===== src/rtl/timer_pkg.sv =====
// Shared register map, TCON bit positions and interrupt FSM states for the
// memory-mapped timer peripheral.
package timer_pkg;

    localparam logic [1:0] TH_OFF   = 2'd0;
    localparam logic [1:0] TL_OFF   = 2'd1;
    localparam logic [1:0] TCON_OFF = 2'd2;
    localparam logic [1:0] RSV_OFF  = 2'd3;

    localparam int EN_BIT = 0;
    localparam int IE_BIT = 1;
    localparam int ST_BIT = 2;

    typedef enum logic [1:0] {
        IDLE = 2'd0,
        PEND = 2'd1,
        SVC  = 2'd2
    } irq_state_t;

endpackage


===== src/rtl/timer_irq_ctrl_if.sv =====
// Data-memory bus slice seen by the timer: load/store strobes, read data and
// the interrupt request/acknowledge pair shared with the CPU exception logic.
interface timer_irq_ctrl_if;

    logic [31:0] addr;
    logic        rd_en;
    logic        wr_en;
    logic [31:0] wdata;
    logic [31:0] rdata;
    logic        irq;
    logic        irq_ack;

    modport master (
        output addr, rd_en, wr_en, wdata, irq_ack,
        input  rdata, irq
    );

    modport slave (
        input  addr, rd_en, wr_en, wdata, irq_ack,
        output rdata, irq
    );

endinterface


===== src/rtl/timer_prescaler.sv =====
// Divides the system clock into one-cycle count ticks every PRESCALE clocks
// while enabled; the phase counter is held at zero whenever en is low.
module timer_prescaler #(
    parameter int unsigned PRESCALE = 1
) (
    input  logic clk,
    input  logic reset,
    input  logic en,
    output logic tick
);

    localparam int unsigned W = (PRESCALE > 1) ? $clog2(PRESCALE) : 1;
    localparam logic [W-1:0] LAST = W'(PRESCALE - 1);

    logic [W-1:0] count;

    assign tick = en && (count == LAST);

    always_ff @(posedge clk or negedge reset) begin
        if (!reset) begin
            count <= '0;
        end else if (!en || tick) begin
            count <= '0;
        end else begin
            count <= count + 1'b1;
        end
    end

endmodule


===== src/rtl/timer_irq_ctrl.sv =====
// Timer peripheral: TH/TL/TCON register window on the data bus, prescaled
// up-counting with reload on overflow, and a level IRQ with ack handshake.
//
//   state | meaning
//   IDLE  | no request; waiting for ST & IE
//   PEND  | irq asserted, waiting for the CPU to acknowledge
//   SVC   | acknowledged; waiting for software to clear ST
module timer_irq_ctrl
    import timer_pkg::*;
#(
    parameter logic [31:0] ADDR_BASE = 32'h4000_0000,
    parameter int unsigned PRESCALE  = 1
) (
    input  logic             clk,
    input  logic             reset,
    timer_irq_ctrl_if.slave  bus
);

    logic        sel;
    logic [1:0]  off;
    logic        wr_th;
    logic        wr_tl;
    logic        wr_tcon;
    logic        unused_addr_bits;

    logic [31:0] th;
    logic [31:0] tl;
    logic        en;
    logic        ie;
    logic        st;

    logic        en_run;
    logic        tick;
    logic        ovf;

    logic [31:0] rd_mux;
    logic [31:0] rdata_q;
    logic        irq_q;

    irq_state_t  state;
    irq_state_t  state_next;

    assign sel              = (bus.addr[31:4] == ADDR_BASE[31:4]);
    assign off              = bus.addr[3:2];
    assign unused_addr_bits = ^bus.addr[1:0];

    assign wr_th   = bus.wr_en && sel && (off == TH_OFF);
    assign wr_tl   = bus.wr_en && sel && (off == TL_OFF);
    assign wr_tcon = bus.wr_en && sel && (off == TCON_OFF);

    // A write clearing EN stops the prescaler on that same edge, not one later.
    assign en_run = en && !(wr_tcon && !bus.wdata[EN_BIT]);

    timer_prescaler #(
        .PRESCALE (PRESCALE)
    ) u_prescaler (
        .clk   (clk),
        .reset (reset),
        .en    (en_run),
        .tick  (tick)
    );

    assign ovf = tick && (tl == 32'hFFFF_FFFF);

    always_ff @(posedge clk or negedge reset) begin
        if (!reset) begin
            th <= '0;
            tl <= '0;
            en <= 1'b0;
            ie <= 1'b0;
            st <= 1'b0;
        end else begin
            if (wr_th) begin
                th <= bus.wdata;
            end
            if (wr_tl) begin
                tl <= bus.wdata;
            end else if (tick) begin
                tl <= ovf ? th : tl + 32'd1;
            end
            if (wr_tcon) begin
                en <= bus.wdata[EN_BIT];
                ie <= bus.wdata[IE_BIT];
            end
            // A fresh overflow outranks a software clear of the sticky flag.
            if (ovf) begin
                st <= 1'b1;
            end else if (wr_tcon && !bus.wdata[ST_BIT]) begin
                st <= 1'b0;
            end
        end
    end

    always_comb begin
        rd_mux = '0;
        if (sel) begin
            case (off)
                TH_OFF:   rd_mux = th;
                TL_OFF:   rd_mux = tl;
                TCON_OFF: rd_mux = {29'd0, st, ie, en};
                default:  rd_mux = '0;
            endcase
        end
    end

    always_ff @(posedge clk or negedge reset) begin
        if (!reset) begin
            rdata_q <= '0;
        end else if (bus.rd_en) begin
            rdata_q <= rd_mux;
        end
    end

    assign bus.rdata = rdata_q;

    always_comb begin
        state_next = state;
        case (state)
            IDLE: begin
                if (st && ie) begin
                    state_next = PEND;
                end
            end
            PEND: begin
                if (bus.irq_ack) begin
                    state_next = SVC;
                end else if (!(st && ie)) begin
                    state_next = IDLE;
                end
            end
            SVC: begin
                if (!st) begin
                    state_next = IDLE;
                end
            end
            default: state_next = IDLE;
        endcase
    end

    always_ff @(posedge clk or negedge reset) begin
        if (!reset) begin
            state <= IDLE;
            irq_q <= 1'b0;
        end else begin
            state <= state_next;
            irq_q <= (state_next == PEND);
        end
    end

    assign bus.irq = irq_q;

endmodule


===== src/flat_wrapper.sv =====
// flat-port wrapper written by rule: the top's interface ports become plain ports
module timer_irq_ctrl_flat import timer_pkg::*;
#(
    parameter logic [31:0] ADDR_BASE = 32'h4000_0000,
    parameter int unsigned PRESCALE  = 1
)
  (clk, reset, bus_addr, bus_rd_en, bus_wr_en, bus_wdata, bus_irq_ack, bus_rdata, bus_irq);
  timer_irq_ctrl_if bus_i ();
  input  logic clk;
  input  logic reset;
  input wire logic [$bits(bus_i.addr)-1:0] bus_addr;
  input wire logic [$bits(bus_i.rd_en)-1:0] bus_rd_en;
  input wire logic [$bits(bus_i.wr_en)-1:0] bus_wr_en;
  input wire logic [$bits(bus_i.wdata)-1:0] bus_wdata;
  input wire logic [$bits(bus_i.irq_ack)-1:0] bus_irq_ack;
  output wire logic [$bits(bus_i.rdata)-1:0] bus_rdata;
  output wire logic [$bits(bus_i.irq)-1:0] bus_irq;
  assign bus_i.addr = bus_addr;
  assign bus_i.rd_en = bus_rd_en;
  assign bus_i.wr_en = bus_wr_en;
  assign bus_i.wdata = bus_wdata;
  assign bus_i.irq_ack = bus_irq_ack;
  assign bus_rdata = bus_i.rdata;
  assign bus_irq = bus_i.irq;
  timer_irq_ctrl #(.ADDR_BASE(ADDR_BASE), .PRESCALE(PRESCALE)) u_core (.clk(clk), .reset(reset), .bus(bus_i));
endmodule

===== config.mk =====
export PLATFORM = sky130hd
export DESIGN_NAME = timer_irq_ctrl_flat
export DESIGN_NICKNAME = d
export VERILOG_FILES = /design/src/rtl/timer_pkg.sv /design/src/rtl/timer_irq_ctrl_if.sv /design/src/rtl/timer_prescaler.sv /design/src/rtl/timer_irq_ctrl.sv /design/src/flat_wrapper.sv
export SDC_FILE = /design/constraint.sdc
export NUM_CORES = 1
export LEC_CHECK = 0
export ABC_AREA = 1
export CORE_AREA = 4 4 113 115
export CTS_CLUSTER_DIAMETER = 100
export DETAILED_ROUTE_END_ITERATION = 10
export DIE_AREA = 0 0 117 119
export GPL_ROUTABILITY_DRIVEN = 1
export GPL_TIMING_DRIVEN = 0
export PLACE_DENSITY = 0.89
export SYNTH_ARGS = -nofsm -noshare
export SYNTH_HDL_FRONTEND = slang
export SYNTH_SLANG_ARGS = --single-unit
export TNS_END_PERCENT = 30

===== constraint.sdc =====
create_clock -name clk -period 2.05 [get_ports clk]
set_input_delay 0.41 -clock clk [delete_from_list [all_inputs] [get_ports clk]]
set_output_delay 0.41 -clock clk [all_outputs]
set_load 0.05 [all_outputs]

=== Word-level counts from Yosys, hierarchy flattened ===
Cells that the tools add are included.

* Register bits: 103
* Input port bits: 69
* Output and inout port bits: 33
* Logic and storage cells: 51

* $add $sub $neg: 2
* Eq/ne operators: 7
* Mux-type cells: 13
* Bitwise gates (word level): 1
* Reductions and logical operators: 19

{| class="wikitable"
|+ Operators by type and width
! operator !! count
|-
| 32-bit two-way mux || 4
|-
| 32-bit case mux with 3 select lines || 1
|-
| 32-bit by 1-bit adder with 32-bit output, second input constant || 1
|-
| 32-bit == test, second input constant || 1
|-
| 28-bit by 27-bit == test with 1-bit output, second input constant || 1
|-
| 1-bit logical AND || 10
|-
| 2-bit two-way mux || 4
|-
| 2-bit by 1-bit == test with 1-bit output, second input constant || 3
|-
| 2-bit case mux with 3 select lines || 1
|-
| 2-bit == test, second input constant || 2
|-
| 1-bit logical NOT || 4
|-
| 2-bit logical NOT || 2
|-
| 2-bit nonzero test || 2
|-
| 1-bit two-way mux || 3
|-
| 1-bit adder, second input constant || 1
|-
| 1-bit logical OR || 1
|-
| 1-bit NOT || 1
|}

=== Logic depth before layout (Yosys ltp) ===
Gate-level depths: netlist of the first run.

* Depth after elaboration: 11
* Mapped depth: 13
* Mapped depth without buffers: 13

=== By module ===
A second synthesis of the first run with hierarchy kept.

* Cells, all modules: 914
* Area total of the unflattened synthesis: 6336.1 sq um

{| class="wikitable"
|+ By module, submodules not included
! module !! times used !! cells each !! area each (sq um) !! sequential area each (sq um)
|-
| timer_irq_ctrl || 1 || 910 || 6297.3 || 2552.4
|-
| timer_prescaler || 1 || 4 || 38.8 || 25.0
|}

=== Worst setup path before layout of the first run ===
No wires, ideal clock.

* Kind: reg-to-reg
* Start: reg u_core.tl[0]
* End: reg u_core.tl[10]
* Library setup time: 0.116 ns
* Data arrival time: 1.670 ns
* Data required time: 1.934 ns
* Setup slack: 0.264 ns
* Stages on the path, launching flop included: 14
* Buffers on the path: 1
* Path through: dfrtp_1 -> ha_1 -> nand2_2 -> nor2_4 -> nand2_1 -> nor2_2 -> nand4_2 -> nor2_4 -> inv_2 -> buf_2 -> nor2_1 -> nor2_1 -> nand2_1 -> nand2_1

* Cells in the longest elaborated chain, start to end: 5
* Elaborated cells between the ends (all ways): 6
* Those cells by class: 1 x add/sub; 1 x eq/ne; 3 x mux; 1 x reduce/logical

{| class="wikitable"
|+ RTL lines
! what !! RTL line !! text
|-
| start: declaration || timer_irq_ctrl.sv:27 || <nowiki>logic [31:0] tl;</nowiki>
|-
| start signal: assignment || timer_irq_ctrl.sv:77 || <nowiki>tl <= bus.wdata;</nowiki>
|-
| start signal: assignment || timer_irq_ctrl.sv:79 || <nowiki>tl <= ovf ? th : tl + 32'd1;</nowiki>
|-
| branches (longest 2 deep; another with 32-bit by 1-bit adder with 32-bit output) || - ||
|-
| 32-bit two-way mux (*) || timer_irq_ctrl.sv:79 ||
|-
| 32-bit two-way mux (*) || timer_irq_ctrl.sv:78 || <nowiki>end else if (tick) begin</nowiki>
|-
| 32-bit two-way mux (*) || timer_irq_ctrl.sv:76 || <nowiki>if (wr_tl) begin</nowiki>
|}

Every way passes the cells marked *. The select of a mux whose other input is x is not followed.
A chain may end at the register's enable or synchronous reset.

=== Worst setup path after layout of the first run ===
* Start: in bus_addr[3]
* End: reg u_core.rdata_q[17] (netlist: u_core.bus.rdata[17])

* Cells in the longest elaborated chain, start to end: 3
* Elaborated cells between the ends (all ways): 5
* Those cells by class: 2 x eq/ne; 2 x mux; 1 x reduce/logical

{| class="wikitable"
|+ RTL lines
! what !! RTL line !! text
|-
| start: declaration || flat_wrapper.sv:11 || <nowiki>input wire logic [$bits(bus_i.addr)-1:0] bus_addr;</nowiki>
|-
| 2-bit == test, or another cell as far along || timer_irq_ctrl.sv:97 || <nowiki>case (off)</nowiki>
|-
| 32-bit case mux with 3 select lines (*) || timer_irq_ctrl.sv:97 ||
|-
| 32-bit two-way mux (*) || timer_irq_ctrl.sv:96 || <nowiki>if (sel) begin</nowiki>
|-
| end signal: assignment || timer_irq_ctrl.sv:110 || <nowiki>rdata_q <= rd_mux;</nowiki>
|-
| end: declaration || timer_irq_ctrl.sv:37 || <nowiki>logic [31:0] rdata_q;</nowiki>
|}

Mark *: on every way between the ends. The rest lies on a longest branch, timed or not.

==> results.md, run 1 <==
- Total wire length: 20400 µm
- Endpoint class of the critical path: register
- RSZ-0062 raised after global routing: true
- Cells after synthesis: 945
- Area of the core: 11800 µm²
- Initial DRT Pass Iterations: 7
- Synthesized area: 6260 µm²
- Die H: 119 µm
- Setup WS post-layout: -47.2 ps
- Register area share after synthesis: 0.412
- Sink Count: 103
- Syn. warnings: 0
- GR Overflow Total: 0
- Tmin final: 2100 ps
- Top-area cell type share of the netlist area: 0.412
- Num rows: 40
- Clock Path Buffers: 2
- First-pass GRT wire length: 31200 µm
- Mapped Avg Cell Area: 6.62 µm²
- DP Wirelength: 14800 µm
- Leak pwr: 4.25 nW
- Via density: 5.51
- Max-cap viol count: 0
- Reg2reg setup slack: 60 ps
- ANT cells: 0
- Synth unique cells: 36
- Clock Latency Late Sink: 370 ps
- Synth Area in Simple Gates: 0.424
- CTS tree: built
- CTS HTree Levels: 3
- Fillers: 967
- Num ports: 102
- Clock root cell: clkbuf_16
- Area contributors post-synth: dfrtp_1, nand2_1, nand3_1
- Worst EP arrival: 2400 ps
- Failing checks: negative setup slack
- Die X: 117 µm
- Worst rel slew slack: 0.540
- DP Cell Count: 1192
- Area growth syn-to-layout: 30.3%
- GRT Resource Usage Total: 0.287
- Setup slack after placement: -1010 ps
- Cell taking the most area after synthesis: dfrtp_1
- Final Hold Vio Count: 0
- Peak supply drop: 0.328 mV
- CP required: 2350 ps
- Share of cells above drive strength 1: 0.0939
- Post-route setup TNS: -67.8 ps
- Top_reg_cell synth: dfrtp_1
- Setup violations, final: 2
- Hold-fix buffers, CTS: 0
- Die area: 13900 µm²
- Initial antenna violation count: 0
- CP max FO: 10
- Adder-cell share of the synthesized area: 0.00200
- Final hold slack: 52.6 ps
- Initial DRC Count: 745
- Main combinational cell family by area after synthesis: simple AND/OR/NAND/NOR gates
- Routed vias: 6739
- Overall power: 4.39 mW
- Largest net degree at the start of global routing: 60
- Synth Net Count: 1015
- WL per Instance: 16.6 µm
- Antenna-violating nets left: 0
- Xor/xnor share of the synthesized area: 0.0308
- Mux contribution to synthesized area: 0
- Hold Path Class: primary input to async pin
- GPL Wtd Cong: 1.00
- DRC viols: 0
- Vias in the first global route: 6282
- Number of synthesized register bits: 103
- Pins Over Slew Limit: 0
- Synth Area in Compound Gates: 0.0388
- Type of origin of the critical path: primary input
- Post-synth ARST share: 1.00
- Pwr dens: 538 nW/µm²
- Worst Setup Path Type: primary input to register
- Worst slew pin tran: 688 ps
- Clk_skew: 10.7 ps
- Status: finished with violations
- Final cell count without fillers: 1223
- Initial Util: 0.530
- Number of synthesized flops with an enable pin: 0
- Cts bufs inserted: 9
- Fin crit share: 1.02
- Peak Freq: 477 MHz
- Worst-path clk slew: 70 ps
- Layout net count: 1141
- I/O Buffers: 99
cells in the mapped netlist (all sizes together), types with 2 or more instances:
cell type / n
a22o: 4
buf: 19
clkbuf: 22
clkinv: 2
dfrtp: 103
inv: 105
nand2: 373
nand3: 120
nand4: 17
nor2: 103
nor3: 12
o21ai: 22
o221ai: 2
o22ai: 7
or2: 3
xnor2: 3
xor2: 19
routing by layer:
metal / part of all wire / track usage / wire length [µm]
met1: 0.40 / 0.380 / 8190
met5: 0 / 0 / 0
met2: 0.46 / 0.455 / 9330
met3: 0.11 / 0.0742 / 2160
met4: 0.033 / 0.0989 / 669
power by group:
part / switching [mW] / leakage [nW] / internal (mW)
Combinational: 0.336 / 2.70 / 0.278
Clock: 0.798 / 0.130 / 0.835
Sequential: 0.0647 / 1.42 / 2.07
Total: 1.20 / 4.25 / 3.19
worst paths after layout:
path,start,endpoint,cells past startpoint
max,bus_addr[3],u_core.bus.rdata[17],6
min,reset,u_core.tl[10],1
max reg2reg,u_core.tl[1],u_core.tl[25],11
min reg2reg,u_core.th[21],u_core.th[21],2
max in group asynchronous,reset,u_core.tl[17],2
min in group clk,u_core.th[21],u_core.th[21],2
flip-flops by register name, indices dropped and copies added, names as in the netlist:
signal                    count
u_core.u_prescaler.count      1
u_core.st                     1
u_core.th                    32
u_core.bus.rdata             32
u_core.en                     1
u_core.ie                     1
u_core.bus.irq                1
u_core.state                  2
u_core.tl                    32
placed cells by master (no fill, tap or decap), drive strengths merged:
| master | count |
|---|---|
| a21boi | 1 |
| a21oi | 1 |
| a221oi | 1 |
| a22o | 4 |
| a22oi | 1 |
| buf | 33 |
| clkbuf | 36 |
| clkdlybuf4s50 | 88 |
| clkinv | 5 |
| clkinvlp | 2 |
| conb | 1 |
| dfrtp | 103 |
| dlymetal6s2s | 10 |
| ha | 1 |
| inv | 105 |
| nand2 | 373 |
| nand3 | 120 |
| nand3b | 1 |
| nand4 | 17 |
| nor2 | 103 |
| nor3 | 12 |
| nor3b | 1 |
| o21ai | 22 |
| o221ai | 2 |
| o22ai | 7 |
| o31ai | 1 |
| or2 | 3 |
| xnor2 | 3 |
| xor2 | 19 |
per-stage QoR:
step | instance area [µm²] | util
after floorplan | 6260 | -
after global placement | 7430 | 0.629
after detailed placement | 7460 | 0.631
after CTS | 7860 | 0.665
after global routing | 8160 | 0.691
final | 8160 | 0.691
timing repair:
item,CTS,global route
buffers inserted,6,9
gates cloned,0,1
resized for setup,32,80
pin swaps,4,11
setup endpoints to repair,94,84
layout make-up:
cell class                      count  area (µm²)  share of cell area
Multi-Input combinational cell    694        3260               0.400
Sequential cell                   103        2580               0.316
Timing Repair Buffer              116        1190               0.146
Inverter                          107         408              0.0500
Buffer                             40         258              0.0316
Clock buffer                       11         233              0.0285
Tap cell                          147         184              0.0225
Clock inverter                      5        42.5             0.00522
worst max-delay path: stages:
cell and delay (ps):
clkdlybuf4s50_1 540, nor2_4 370, clkinv_1 440, o22ai_1 410, nand3_1 140, nand2_1 80
kinds of logic after synthesis:
| kind of cell | after synthesis |
|---|---|
| DFF | 103 |
| AOI/OAI and AO/OA | 40 |
| xor gates and xnor gates | 22 |
| and+or+nand+nor | 630 |
| buffers and inverters | 148 |
| other | 1 |
| adders and majority gates | 1 |
(Power assumes the default switching activity.)
==> run 2: changes to the inputs <==
--- a/config.mk
+++ b/config.mk
@@ -6,14 +6,13 @@
 export NUM_CORES = 1
 export LEC_CHECK = 0
 export ABC_AREA = 1
-export CORE_AREA = 4 4 113 115
+export CORE_AREA = 4 4 93 139
 export CTS_CLUSTER_DIAMETER = 100
 export DETAILED_ROUTE_END_ITERATION = 10
-export DIE_AREA = 0 0 117 119
+export DIE_AREA = 0 0 97 143
 export GPL_ROUTABILITY_DRIVEN = 1
 export GPL_TIMING_DRIVEN = 0
 export PLACE_DENSITY = 0.89
 export SYNTH_ARGS = -nofsm -noshare
 export SYNTH_HDL_FRONTEND = slang
 export SYNTH_SLANG_ARGS = --single-unit
-export TNS_END_PERCENT = 30
==> run 2 against run 1 <==
Net effect: the run still ends with negative setup slack left; die area shrank 0.37%; design area grew 1.2%; non-clock buffer count grew 8; critical path type is now register to register; critical endpoint is now u_core.tl[31].
==> results.md, run 2 (synthesis gave the netlist of run 1 again) <==
- Most common cell after layout, fill and taps aside: nand2_1
- DP Wirelength: 14900 µm (+0.12%)
- Status: finished with violations
- Setup violations, final: 1 (-1)
- DP Cell Count: 1198 (+0.50%)
- Pins Over Slew Limit: 0 (unchanged)
- Failing checks: negative setup slack
- Via density: 5.60 (+1.6%)
- Pwr dens: 575 nW/µm² (+6.9%)
- Register area: 2580 µm² (about the same)
- Leak pwr: 4.23 nW (-0.54%)
- Worst Setup SP: u_core.tl[8]
- Final Hold Vio Count: 0 (unchanged)
- Layout net count: 1149 (+0.70%)
- Endpoint class of the critical path: register
- Worst EP arrival: 2400 ps (about the same)
- Sink Count: 103 (unchanged)
- Delay of the slowest critical-path stage: 530 ps (about the same)
- Type of origin of the critical path: register
- Antenna-violating nets left: 0 (unchanged)
- Most used cell, CP: nand2_1
- Clock Latency Late Sink: 360 ps (about the same)
- Setup WS post-layout: -101 ps (-53.9 ps)
- Final cell count without fillers: 1237 (+1.1%)
- Stages on the worst setup path: 11 (+5)
- Final Cell Area: 8250 µm² (+1.2%)
- Share of cells above drive strength 1: 0.101 (+0.00761)
- ANT cells: 0 (unchanged)
- GPL Wtd Cong: 1.04 (+3.2%)
- Initial Util: 0.529 (-0.000952)
- CP Cell Sequence: inv_1 -> nor3_1 -> nand2_1 -> nor2_1 -> nand2_1 -> nand2_1 -> nand2_1 -> inv_1 -> nand2_1 -> nand3_1 -> nand2_1
- I/O Buffers: 99 (unchanged)
- Clk_skew: 7.16 ps (-3.50 ps)
- GRT Resource Usage Total: 0.290 (+0.00238)
- DRC viols: 0 (unchanged)
- Peak Freq: 465 MHz (-2.5%)
- Critical path's top delay family: simple AND/OR/NAND/NOR gates
- Largest net degree at the start of global routing: 59 (-1.7%)
- Clock Path Buffers: 2 (unchanged)
- Die X: 97 µm (-17%)
- CTS tree: built
- Initial antenna violation count: 0 (unchanged)
- WP buf/inv: 2 (unchanged)
- Worst Setup Path Type: register to register
- CP max FO: 4 (-6)
- Post-DP Area: 7470 µm² (+0.10%)
- Die area: 13900 µm² (-0.37%)
- Area of the multi-input gates: 3260 µm² (unchanged)
- Clock root cell: clkbuf_16
- Hold-fix buffers, CTS: 0 (unchanged)
- First-pass GRT wire length: 32000 µm (+2.7%)
- Vias in the first global route: 6576 (+4.7%)
- CP endpoint: u_core.tl[31]
- Worst path slowest cell: nor2_1
- Final hold slack: 62.2 ps (+9.63 ps)
- Worst rel slew slack: 0.541 (+0.00164)
- R2R Path End: u_core.tl[31]
- Fillers: 958 (-0.93%)
- Total wire length: 21200 µm (+4.0%)
- Num rows: 49 (+23%)
- Reg2Reg Depth: 11 (unchanged)
- Area growth syn-to-layout: 31.8%
- RSZ-0062 raised after global routing: true
- Routed vias: 6925 (+2.8%)
- Peak supply drop: 0.397 mV (+21%)
- Area of the core: 11800 µm² (+0.18%)
- CP required: 2300 ps (-50 ps)
- Worst reg2reg startpoint: u_core.tl[8]
- Worst-path clk slew: 70 ps (about the same)
- Max-cap viol count: 0 (unchanged)
- Most frequent cells in the layout: nand2_1, nand3_1, inv_1
- GR Overflow Total: 0 (unchanged)
- CTS HTree Levels: 3 (unchanged)
- Reg2reg setup slack: -100 ps (-160 ps)
- Cts bufs inserted: 9 (unchanged)
- Initial DRT Pass Iterations: 6 (-1)
- Hold Path Class: primary input to async pin
- Die H: 143 µm (+20%)
- Initial DRC Count: 879 (+18%)
- Worst slew pin tran: 685 ps (-2.45 ps)
- Fin crit share: 1.05 (+0.0263)
- Tmin final: 2150 ps (+53.9 ps)
- Num ports: 102 (unchanged)
- WL per Instance: 17.1 µm (+2.8%)
==> run 2: cell count changes in the layout (fill, tap and decap cells not counted), sizes merged, moves of 2 or more <==
cell           before  now
clkdlybuf4s50      88   98
dlymetal6s2s       10    0
buf                33   42
bufinv              0    3
clkinv              5    2
clkbuf             36   34
==> run 2: what timing repair did <==
action                                  4_1_cts  5_1_grt
hold endpoints to repair                      0        0
buffers inserted                              5       16
resized for setup                            35       53
cloned                                        0        2
pin swaps                                     2        5
endpoints found under the setup margin       87       86
==> run 2: routing by layer <==
| layer | wire length, µm | share of wire | GRT usage |
|---|---|---|---|
| met2 | 10800 | 0.51 | 0.518 |
| met1 | 7330 | 0.35 | 0.320 |
| met4 | 1310 | 0.062 | 0.183 |
| met5 | 0 | 0 | 0 |
| met3 | 1690 | 0.080 | 0.0479 |
==> run 2: through the flow <==
stage / setup slack (ps) / utilization / TNS (ps) / total power, mW
final: -101 / 0.697 / -101 / 4.74
after detailed placement: -888 / 0.631 / -57080 / 2.69
after global placement: -3290 / 0.629 / -391700 / 2.67
after CTS: 1.04 / 0.669 / 0 / 4.70
after global routing: -156 / 0.697 / -3960 / 4.89
after floorplan: 265 / - / 0 / 2.42
==> run 2: worst min-delay path by stage <==
stage                     slack (ps)                    to  cells after the start            start
after detailed placement         460  u_core.bus.rdata[13]                      1            reset
final                             60  u_core.bus.rdata[13]                      1            reset
after CTS                         90  u_core.bus.rdata[17]                      1            reset
after global placement           450       u_core.state[1]                      1  u_core.state[0]
after global routing             120  u_core.bus.rdata[13]                      1            reset
after floorplan                  110        u_core.bus.irq                      0            reset
==> run 2: power by group <==
| group | internal, mW | switching, mW | leakage [nW] | total (mW) |
|---|---|---|---|---|
| Sequential | 2.07 | 0.0696 | 1.42 | 2.14 |
| Clock | 1.21 | 0.809 | 0.165 | 2.01 |
| Combinational | 0.260 | 0.327 | 2.64 | 0.587 |
==> run 2: area by class of cell <==
| class | count | share of cell area |
|---|---|---|
| repair buffers | 123 | 0.148 |
| multi-input cells | 694 | 0.395 |
| plain buffers | 41 | 0.0297 |
| clock buffers | 10 | 0.0278 |
| flip-flops and latches | 103 | 0.313 |
| well taps | 153 | 0.0232 |
| clock inverters | 6 | 0.0143 |
| inverters | 107 | 0.0494 |
==> run 3: changes to the inputs <==
--- a/config.mk
+++ b/config.mk
@@ -6,10 +6,10 @@
 export NUM_CORES = 1
 export LEC_CHECK = 0
 export ABC_AREA = 1
-export CORE_AREA = 4 4 93 139
+export CORE_AREA = 2 2 91 137
 export CTS_CLUSTER_DIAMETER = 100
 export DETAILED_ROUTE_END_ITERATION = 10
-export DIE_AREA = 0 0 97 143
+export DIE_AREA = 0 0 93 139
 export GPL_ROUTABILITY_DRIVEN = 1
 export GPL_TIMING_DRIVEN = 0
 export PLACE_DENSITY = 0.89
==> run 3 against run 2 <==
Net effect: the flow now finishes without violations; combinational power increased by 2%; count of clock-buffer cells in the layout stayed put; largest power group unchanged; critical path type unchanged; clock power shrank 16%; clock skew decreased by 2.6 ps; sequential power hardly changed; critical endpoint unchanged; first-iteration DRC count is 28% lower; register-to-register slack improved by 140 ps; total power shrank 6.4%; fmax is 6.9% higher; highest routed layer unchanged.
==> results.md, run 3 (synthesis gave the netlist of run 1 again) <==
- Worst rel slew slack: 0.548 (+0.00678)
- Pwr dens: 545 nW/µm² (-5.2%)
- Met2 wire len: 10100 µm (-6.5%)
- Die X: 93 µm (-4.1%)
- Clock Path Buffers: 2 (unchanged)
- Setup WS post-layout: 37.1 ps (+138 ps)
- Largest net degree at the start of global routing: 62 (+5.1%)
- Sink Count: 103 (unchanged)
- I/O Buffers: 99 (unchanged)
- Vias in the first global route: 6351 (-3.4%)
- Final cell count without fillers: 1228 (-0.73%)
- Type of origin of the critical path: register
- Hold Path Class: primary input to async pin
- Layout net count: 1140 (-0.78%)
- Area of the core: 11800 µm² (-0.52%)
- Initial DRC Count: 630 (-28%)
- Met3 wire length: 1330 µm (-21%)
- WP buf/inv: 1 (-1)
- Share of cells above drive strength 1: 0.0949 (-0.00659)
- Via density: 5.46 (-2.4%)
- CTS HTree Levels: 3 (unchanged)
- Peak supply drop: 0.404 mV (+1.8%)
- WL per Instance: 16.4 µm (-4.3%)
- Area of the multi-input gates: 3260 µm² (unchanged)
- Total wire length: 20100 µm (-5.0%)
- Area growth syn-to-layout: 30.1%
- Initial antenna violation count: 0 (unchanged)
- Register area: 2580 µm² (unchanged)
- Fillers: 1007 (+5.1%)
- Most frequent cells in the layout: nand2_1, nand3_1, inv_1
- Clock root cell: clkbuf_16
- Clock Latency Late Sink: 360 ps (about the same)
- Max-cap viol count: 0 (unchanged)
- ANT cells: 0 (unchanged)
- Tmin final: 2010 ps (-138 ps)
- DP Wirelength: 14700 µm (-1.4%)
- Die H: 139 µm (-2.8%)
- GR Overflow Total: 0 (unchanged)
- Initial DRT Pass Iterations: 5 (-1)
- Pins Over Slew Limit: 0 (unchanged)
- Reg2Reg Depth: 11 (unchanged)
- Num ports: 102 (unchanged)
- Peak Freq: 497 MHz (+6.9%)
- Final Hold Vio Count: 0 (unchanged)
- RSZ-0062 raised after global routing: true
- CP Cell Sequence: ha_4 -> nand2_2 -> nor2_4 -> nand2_4 -> nor2_4 -> nand4_4 -> nor2_4 -> clkbuf_4 -> nand4_1 -> nand3_1 -> nand2_1
- DP Cell Count: 1198 (unchanged)
- GPL Wtd Cong: 0.978 (-5.7%)
- Most common cell after layout, fill and taps aside: nand2_1
- Delay of the slowest critical-path stage: 410 ps (-120 ps)
- Clk_skew: 4.60 ps (-2.56 ps)
- DRC viols: 0 (unchanged)
- GRT Resource Usage Total: 0.312 (+0.0221)
- Initial Util: 0.532 (+0.00275)
- Setup violations, final: 0 (-1)
- CP max FO: 10 (+6)
- Fin crit share: 0.982 (-0.0674)
- Most used cell, CP: nor2_4
- CTS tree: built
- Die area: 12900 µm² (-6.8%)
- Worst slew pin tran: 675 ps (-10.1 ps)
- Worst Setup Path Type: register to register
- Setup slack after placement: -928 ps (-39.1 ps)
- Cts bufs inserted: 9 (unchanged)
- Num rows: 49 (unchanged)
- First-pass GRT wire length: 31500 µm (-1.6%)
- Status: completed
- Critical path's top delay family: simple AND/OR/NAND/NOR gates
- Highest Signal Layer: met4
- CP required: 2300 ps (about the same)
- Hold-fix buffers, CTS: 0 (unchanged)
- Antenna-violating nets left: 0 (unchanged)
- Routed vias: 6707 (-3.1%)
- Worst EP arrival: 2260 ps (-140 ps)
- Worst-path clk slew: 70 ps (about the same)
- Worst path slowest cell: dfrtp_1
- Stages on the worst setup path: 11 (unchanged)
- Endpoint class of the critical path: register
- M1 WL: 7170 µm (-2.2%)
- Leak pwr: 4.17 nW (-1.2%)
run 3: cell count changes in the layout (fill, tap and decap cells not counted), moves of 2 or more:
cell       delta
buf_4         -9
bufinv_16     -3
buf_2         -2
o21ai_2       +3
buf_6         +3
nor2_2        -2
run 3: worst reg2reg max path, cell delays in order (launching register included):
cell and delay [ps]:
dfrtp_1 410, ha_4 160, nand2_2 60, nor2_4 180
nand2_4 90, nor2_4 120, nand4_4 100, nor2_4 170
clkbuf_4 250, nand4_1 140, nand3_1 150, nand2_1 70
run 3: path summary, 6_finish.rpt:
kind	from	to	slack, ps
max	u_core.tl[1]	u_core.tl[31]	40
min	reset	u_core.th[14]	30
max reg2reg	u_core.tl[1]	u_core.tl[31]	40
min reg2reg	u_core.th[30]	u_core.th[30]	480
max in group asynchronous	reset	u_core.tl[25]	1320
min in group clk	u_core.th[30]	u_core.th[30]	480
run 3: stage by stage:
stage / TNS (ps) / area [µm²] / util / hold WS [ps] / total power, mW
floorplan: 0 / 6260 / - / 114 / 2.42
global placement: -403690 / 7440 / 0.632 / 447 / 2.67
detailed placement: -62360 / 7470 / 0.634 / 439 / 2.69
CTS: -99.5 / 7870 / 0.669 / 62.0 / 4.40
global route: -288 / 8140 / 0.692 / 77.1 / 4.61
finish: 0 / 8140 / 0.692 / 33.9 / 4.44
run 3: layout make-up:
type,count,share of cell area
clock inverter,6,0.00645
buffer,41,0.0326
inverter,107,0.0496
multi-input combinational,694,0.400
sequential,103,0.317
timing repair buffer,114,0.141
tap,153,0.0235
clock buffer,10,0.0293
run 3: where the power goes:
part	internal (mW)	switching [mW]	total, mW
Combinational	0.269	0.330	0.599
Clock	0.874	0.820	1.69
Sequential	2.07	0.0735	2.15
run 3: timing repair:
action	in CTS	in global routing
gates cloned	0	1
endpoints found under the hold margin	0	0
pin swaps	2	9
buffers inserted	4	9
gates resized for setup	39	60
endpoints found under the setup margin	89	76
run 3: routing by layer:
| metal | vias to the layer above | track usage |
|---|---|---|
| met5 | - | 0 |
| met4 | 0 | 0.222 |
| met3 | 85 | 0.0440 |
| met2 | 345 | 0.521 |
| met1 | 3083 | 0.361 |
| li1 | 3194 | - |
